[src/rtl/tx_char_sched.sv]
// Transmit character scheduler: arbitrates time-codes, FCTs, N-chars and NULL fill
// into the DS encoder one character per valid/ready handshake, and tracks far-end credit.
module tx_char_sched #(
   parameter int unsigned CREDIT_MAX  = 56,
   parameter int unsigned CREDIT_STEP = 8
) (
   input  logic       TxClk,
   input  logic       TxReset,
   input  logic       en_null_i,
   input  logic       en_fct_i,
   input  logic       en_nchar_i,
   input  logic       tick_i,
   input  logic [7:0] time_i,
   input  logic       fct_req_i,
   input  logic       fct_rx_i,
   input  logic       fifo_valid_i,
   input  logic [8:0] fifo_dat_i,
   output logic       fifo_pop_o,
   output logic       valid_o,
   output logic [7:0] dat_o,
   output logic       lchar_o,
   input  logic       ready_i,
   output logic [5:0] credit_o,
   output logic       credit_err_o
);

   localparam logic [1:0] CodeFct = 2'b00;
   localparam logic [1:0] CodeEsc = 2'b11;
   localparam logic [5:0] CreditStep = 6'(CREDIT_STEP);

   typedef enum logic [1:0] {StIdle, StIssue, StSeqWait, StSeqIssue} state_e;
   typedef enum logic [1:0] {SelTime, SelFct, SelNchar, SelNull} sel_e;

   state_e     state_q, state_d;
   sel_e       sel_q, sel_d;
   logic [7:0] dat_q, dat_d;
   logic       lchar_q, lchar_d;
   logic [7:0] seq_dat_q, seq_dat_d;
   logic       seq_lchar_q, seq_lchar_d;
   logic       tc_pend_q, tc_pend_d;
   logic [7:0] tc_val_q, tc_val_d;
   logic [2:0] fct_pend_q, fct_pend_d;
   logic [5:0] credit_q, credit_d;
   logic       credit_err_q, credit_err_d;

   logic       elig_tc, elig_fct, elig_nchar, elig_null;
   logic       issue_tc, issue_fct, issue_nchar;
   logic [6:0] credit_sum;
   logic       credit_ovf;

   assign elig_tc    = tc_pend_q && en_nchar_i;
   assign elig_fct   = (fct_pend_q != 3'd0) && en_fct_i;
   assign elig_nchar = fifo_valid_i && en_nchar_i && (credit_q != 6'd0);
   assign elig_null  = en_null_i;

   assign issue_tc    = (state_q == StIssue) && (sel_q == SelTime);
   assign issue_fct   = (state_q == StIssue) && (sel_q == SelFct);
   assign issue_nchar = (state_q == StIssue) && (sel_q == SelNchar);

   // Character FSM; second character of ESC sequences is latched at the ESC issue edge.
   always_comb begin
      state_d     = state_q;
      sel_d       = sel_q;
      dat_d       = dat_q;
      lchar_d     = lchar_q;
      seq_dat_d   = seq_dat_q;
      seq_lchar_d = seq_lchar_q;
      case (state_q)
         StIdle: begin
            if (ready_i && (elig_tc || elig_fct || elig_nchar || elig_null)) begin
               state_d = StIssue;
               lchar_d = 1'b1;
               if (elig_tc) begin
                  sel_d = SelTime;
                  dat_d = {6'd0, CodeEsc};
               end else if (elig_fct) begin
                  sel_d = SelFct;
                  dat_d = {6'd0, CodeFct};
               end else if (elig_nchar) begin
                  sel_d   = SelNchar;
                  lchar_d = fifo_dat_i[8];
                  dat_d   = fifo_dat_i[8] ? {6'd0, fifo_dat_i[1:0]} : fifo_dat_i[7:0];
               end else begin
                  sel_d = SelNull;
                  dat_d = {6'd0, CodeEsc};
               end
            end
         end
         StIssue: begin
            if ((sel_q == SelTime) || (sel_q == SelNull)) begin
               state_d = StSeqWait;
            end else begin
               state_d = StIdle;
            end
            seq_dat_d   = (sel_q == SelTime) ? tc_val_q : {6'd0, CodeFct};
            seq_lchar_d = (sel_q != SelTime);
         end
         StSeqWait: begin
            if (ready_i) begin
               state_d = StSeqIssue;
               dat_d   = seq_dat_q;
               lchar_d = seq_lchar_q;
            end
         end
         StSeqIssue: state_d = StIdle;
         default:    state_d = StIdle;
      endcase
   end

   // A tick coinciding with the ESC issue re-arms the flag for the next time-code.
   always_comb begin
      tc_pend_d = tc_pend_q;
      tc_val_d  = tc_val_q;
      if (issue_tc) begin
         tc_pend_d = 1'b0;
      end
      if (tick_i) begin
         tc_pend_d = 1'b1;
         tc_val_d  = time_i;
      end
   end

   always_comb begin
      fct_pend_d = fct_pend_q;
      case ({fct_req_i, issue_fct})
         2'b10:   fct_pend_d = (fct_pend_q == 3'd7) ? 3'd7 : fct_pend_q + 3'd1;
         2'b01:   fct_pend_d = fct_pend_q - 3'd1;
         default: fct_pend_d = fct_pend_q;
      endcase
   end

   assign credit_sum = {1'b0, credit_q} + 7'(CREDIT_STEP);
   assign credit_ovf = credit_sum > 7'(CREDIT_MAX);

   // An overflowing FCT is flagged and dropped; a same-cycle decrement still applies.
   always_comb begin
      credit_d     = credit_q;
      credit_err_d = credit_err_q;
      if (fct_rx_i) begin
         if (credit_ovf) begin
            credit_err_d = 1'b1;
         end else begin
            credit_d = credit_q + CreditStep;
         end
      end
      if (issue_nchar) begin
         credit_d = credit_d - 6'd1;
      end
   end

   always_ff @(posedge TxClk or posedge TxReset) begin
      if (TxReset) begin
         state_q      <= StIdle;
         sel_q        <= SelNull;
         dat_q        <= 8'd0;
         lchar_q      <= 1'b0;
         seq_dat_q    <= 8'd0;
         seq_lchar_q  <= 1'b0;
         tc_pend_q    <= 1'b0;
         tc_val_q     <= 8'd0;
         fct_pend_q   <= 3'd0;
         credit_q     <= 6'd0;
         credit_err_q <= 1'b0;
      end else begin
         state_q      <= state_d;
         sel_q        <= sel_d;
         dat_q        <= dat_d;
         lchar_q      <= lchar_d;
         seq_dat_q    <= seq_dat_d;
         seq_lchar_q  <= seq_lchar_d;
         tc_pend_q    <= tc_pend_d;
         tc_val_q     <= tc_val_d;
         fct_pend_q   <= fct_pend_d;
         credit_q     <= credit_d;
         credit_err_q <= credit_err_d;
      end
   end

   assign valid_o      = (state_q == StIssue) || (state_q == StSeqIssue);
   assign dat_o        = dat_q;
   assign lchar_o      = lchar_q;
   assign fifo_pop_o   = issue_nchar;
   assign credit_o     = credit_q;
   assign credit_err_o = credit_err_q;

endmodule

[config.mk]
export PLATFORM = sky130hd
export DESIGN_NAME = tx_char_sched
export DESIGN_NICKNAME = d
export VERILOG_FILES = /design/src/rtl/tx_char_sched.sv
export SDC_FILE = /design/constraint.sdc
export NUM_CORES = 1
export LEC_CHECK = 0
export ABC_AREA = 1
export CAP_MARGIN = 20
export CORE_MARGIN = 8
export CORE_UTILIZATION = 38
export CTS_BUF_LIST = sky130_fd_sc_hd__clkbuf_8
export DETAILED_ROUTE_END_ITERATION = 8
export PLACE_DENSITY = 0.68
export SETUP_SLACK_MARGIN = 0.02
export SLEW_MARGIN = 20
export SYNTH_ARGS = -nofsm -noshare
export SYNTH_HDL_FRONTEND = slang
export SYNTH_SLANG_ARGS = --single-unit
[constraint.sdc]
create_clock -name TxClk -period 2.4 [get_ports TxClk]
set_input_delay 0.24 -clock TxClk [delete_from_list [all_inputs] [get_ports TxClk]]
set_output_delay 0.24 -clock TxClk [all_outputs]
set_load 0.005 [all_outputs]
==> summary.log <==
qor: synth.yosys.cell_types.count 29
qor: setup_path.worstPathRequired 2.16 ns
qor: clocking.clk_latency 0.29 ns
qor: timing.grt_setup_unrepaired no
qor: global_routing.first_pass_grt_wire_length 7672 um
qor: final_layout.layout-drive-gt1-share 0.1429
qor: synth.synth_simple_gate_area_frac 0.2534
qor: global_routing.gr-usage-met1 0.1386
qor: floorplan.die_area 8252 sq um
qor: clocking.ctsResizeCount 0
qor: timing.final.setup_skew 0.004863 ns
qor: final_layout.flow.area_growth_from_synthesis 29.75%
qor: routing.first_iter_violations 78
qor: setup_path.r2r_setup_slack 0.62 ns
qor: setup_path.timing.rr.start fct_pend_q[0]$_DFFE_PP0P_
qor: routing.drt_pre_antenna_iters 4
qor: clocking.htree_levels 2
qor: setup_path.timing.critical_path.depth 5
qor: synth.postSynthCellCount 244
qor: synth.synth_xor_area_frac 0.01646
qor: routing.drcViolationCount 0
qor: synth.ys.warnings.count 0
qor: setup_path.critical_path.slowest_cell dfstp_2
qor: global_routing.grt.total_usage 0.1124
qor: clocking.path_clk_slew 0.08 ns
qor: synth.synth_top_family_by_area simple AND/OR/NAND/NOR gates
qor: routing.final_antenna_net_count 0
qor: synth.postSynthRegisterBits 41
qor: synth.synth_area 2128 sq um
qor: global_routing.use_met2 0.1790
qor: setup_path.crit_fanout 4
qor: synth.ys_seq_area_frac 0.4832
qor: timing.tightest_slew 0.5078 ns
qor: place.dp.final_hpwl 3349 um
qor: setup_path.critical_path.n_buffers_inverters 3
qor: place.placement.cell_area 2646 sq um
qor: clocking.cts_tree yes
qor: setup_path.cp-startpoint sel_q[0]$_DFFE_PP1P_
qor: synth.post-synth-top-area-fraction 0.4586
qor: setup_path.worst_setup_path_end_kind primary output
qor: routing.route.detailed.wl_per_inst 12.03 um
qor: floorplan.initial_core_util 0.3889
qor: place.port_buffers 44
qor: status.result_of_the_run finished clean
qor: timing.max_freq 0.5139 GHz
qor: setup_path.arrival 1.71 ns
qor: synth.asyncSetResetFlopFracSynth 1.000
qor: setup_path.crit_family flip-flops
qor: clocking.cts.sinks 41
qor: floorplan.die-width 90.84 um
qor: final_layout.fillerInstances 527
qor: routing.detailroute.via_count 1,670
qor: power_and_ir_drop.cellLeakagePower 1.308 nW
qor: clocking.clockRootBuffer clkbuf_8
qor: synth.yosys-mux-area-fraction 0
qor: setup_path.nature_of_the_critical_path_startpoint flip-flop
qor: global_routing.number_of_global_route_vias_before_repair 1,710
qor: timing.timing.setup.tns 0 ns
qor: clocking.ctsLongestPathBuffers 2
qor: floorplan.design.portCount 45
qor: clocking.post_cts.repair.setup_buffers 0
qor: synth.synth-edff-count 0
qor: synth.yosys.area_share.adder 0.05879
qor: setup_path.timing.critical_path.slowest_cell_delay 0.55 ns
qor: global_routing.antenna_found_initial 0
qor: final_layout.multi_input_area 914.6 sq um
qor: final_layout.most-common-layout-cells nand2_1 (53), clkdlybuf4s50_1 (44), dfrtp_1 (39)
qor: timing.final.period_utilization 0.8109
qor: min_path.path_category_of_the_worst_min_delay_check primary input to asynchronous set/reset pin
qor: synth.synth-compound-area-share 0.1011
qor: routing.routed_wl 4403 um
qor: global_routing.grt.busiest_layer met2
qor: setup_path.setup.worst_path.end fifo_pop_o
qor: clocking.cts_hold_buffers 0
qor: timing.finalSetupViolations 0
qor: power_and_ir_drop.vdd.ir_drop.worst 358.8 uV
qor: routing.via_per_inst 4.563
qor: floorplan.die_h 90.84 um
qor: synth.top_reg_cell_synth dfrtp_1
qor: floorplan.std_cell_rows 27
qor: final_layout.finish.net_count 330
qor: final_layout.layout.cell_area.non_filler 2761 sq um
qor: job.drv.max_cap_violation_count 0
qor: place.place.gp.congestion 0.8222
qor: global_routing.pin_count_of_the_biggest_net_entering_global_routing 42
qor: final_layout.antennaDiodeCount 0
qor: setup_path.worst-r2r-cell-count 12
qor: global_routing.met3_track_demand_over_resource_in_global_routing 0.02660
qor: timing.slew_headroom 0.6615
qor: power_and_ir_drop.power-per-cell-area 1076 nW/um^2
qor: timing.final_hold_viol_count 0
qor: synth.synth.avg_cell_area 8.723 sq um
qor: setup_path.critical_path.reg2reg.endpoint dat_o[2]$_DFFE_PP0P_
qor: setup_path.timing.setup.critical_path_class flip-flop to primary output
qor: global_routing.grt_overflow 0
qor: timing.final_worst_path_period_need 1.946 ns
qor: final_layout.final-seq-area 1028 sq um
qor: synth.net_count_after_synthesis 281
qor: final_layout.layout_commonest_cell nand2_1
qor: floorplan.placeableCoreArea 5473 sq um
qor: setup_path.crit_path_cell_trace inv_1 -> ha_1 -> nand2_2 -> inv_2 -> clkdlybuf4s50_1
qor: synth.netlist.top_cell.by_area dfrtp_1
qor: clocking.cts_made_buffers 5
qor: synth.ys_top_cells_by_area dfrtp_1 (46%), nand2_1 (9.3%), inv_1 (6.3%)
qor: timing.final_max_slew_viol_count 0
[per-stage QoR]
stage / worst slack, ns / hold WS [ns] / power [mW] / std cells / utilization
3_3_place_gp: 0.6863 / 0.4427 / 2.394 / 358 / 0.4835
2_1_floorplan: 0.8036 / 0.3473 / 1.957 / 244 / -
6_report: 0.4540 / 0.3655 / 2.971 / 366 / 0.5046
5_1_grt: 0.3798 / 0.4324 / 3.237 / 366 / 0.5046
4_1_cts: 0.4406 / 0.3816 / 3.011 / 366 / 0.5046
3_5_place_dp: 0.6450 / 0.4554 / 2.436 / 358 / 0.4835
[area by class of cell]
cell class	count	share of cell area
clock buffer	5	0.02492
clock inverter	3	0.01676
timing repair buffer	46	0.1649
tap	72	0.03262
multi-input combinational	157	0.3312
sequential	41	0.3725
inverter	42	0.05709
[cell usage after synthesis, drive strengths merged, types with 2 or more instances]
cell type  number
a21o            2
nor2           16
clkbuf          2
buf             2
nand2          64
dfstp           2
nand3          21
o22ai           8
inv            41
xor2            3
dfrtp          39
nand4           4
ha             10
o21ai          26
[sequential cells by signal (all words and copies together), names as in the netlist, named ones only]
| register | cells |
|---|---|
| credit_err_o | 1 |
| dat_o | 8 |
| tc_pend_q | 1 |
| lchar_o | 1 |
| seq_lchar_q | 1 |
| credit_o | 6 |
| sel_q | 2 |
| tc_val_q | 8 |
| fct_pend_q | 3 |
| seq_dat_q | 8 |
| state_q | 1 |
[report_power, final]
| part | switching (mW) | internal, mW | leakage (nW) |
|---|---|---|---|
| registers | 0.162 | 0.934 | 0.500 |
| logic | 0.721 | 0.598 | 0.754 |
| clock network | 0.245 | 0.311 | 0.0543 |
| total | 1.13 | 1.84 | 1.31 |
[worst register-to-register path: stages, from the launching register on]
cell and delay [ns]:
dfrtp_1 0.37, inv_1 0.06, ha_1 0.19, ha_1 0.18
nor2_2 0.20, nor2_4 0.05, inv_1 0.08, nor2_2 0.04
nand2_2 0.07, nand3_4 0.16, nand2_4 0.16, nand2_1 0.08
nand2_1 0.07
[kinds of logic (layout without fill, tap and decap cells)]
| group | after synthesis | in the layout |
|---|---|---|
| and+or+nand+nor | 105 | 105 |
| buffers and inverters | 46 | 96 |
| DFF | 41 | 41 |
| AOI/OAI and AO/OA | 38 | 38 |
| adders and majority gates | 10 | 10 |
| xor gates and xnor gates | 4 | 4 |
[how the worst min path moves through the flow]
stage / endpoint / depth (start not counted)
6_report: tc_val_q[0]$_DFFE_PP0P_ / 3
5_1_grt: tc_val_q[0]$_DFFE_PP0P_ / 3
4_1_cts: tc_val_q[0]$_DFFE_PP0P_ / 3
3_5_place_dp: credit_err_o$_DFFE_PP0P_ / 1
3_3_place_gp: credit_err_o$_DFFE_PP0P_ / 1
2_1_floorplan: tc_val_q[1]$_DFFE_PP0P_ / 1
[routing by layer]
metal | up-vias | wire length, um
met2 | 33 | 2071
li1 | 878 | -
met4 | 0 | 95
met5 | - | 0
met1 | 751 | 2087
met3 | 8 | 149
Note: power is estimated with default switching activity, not from simulation.
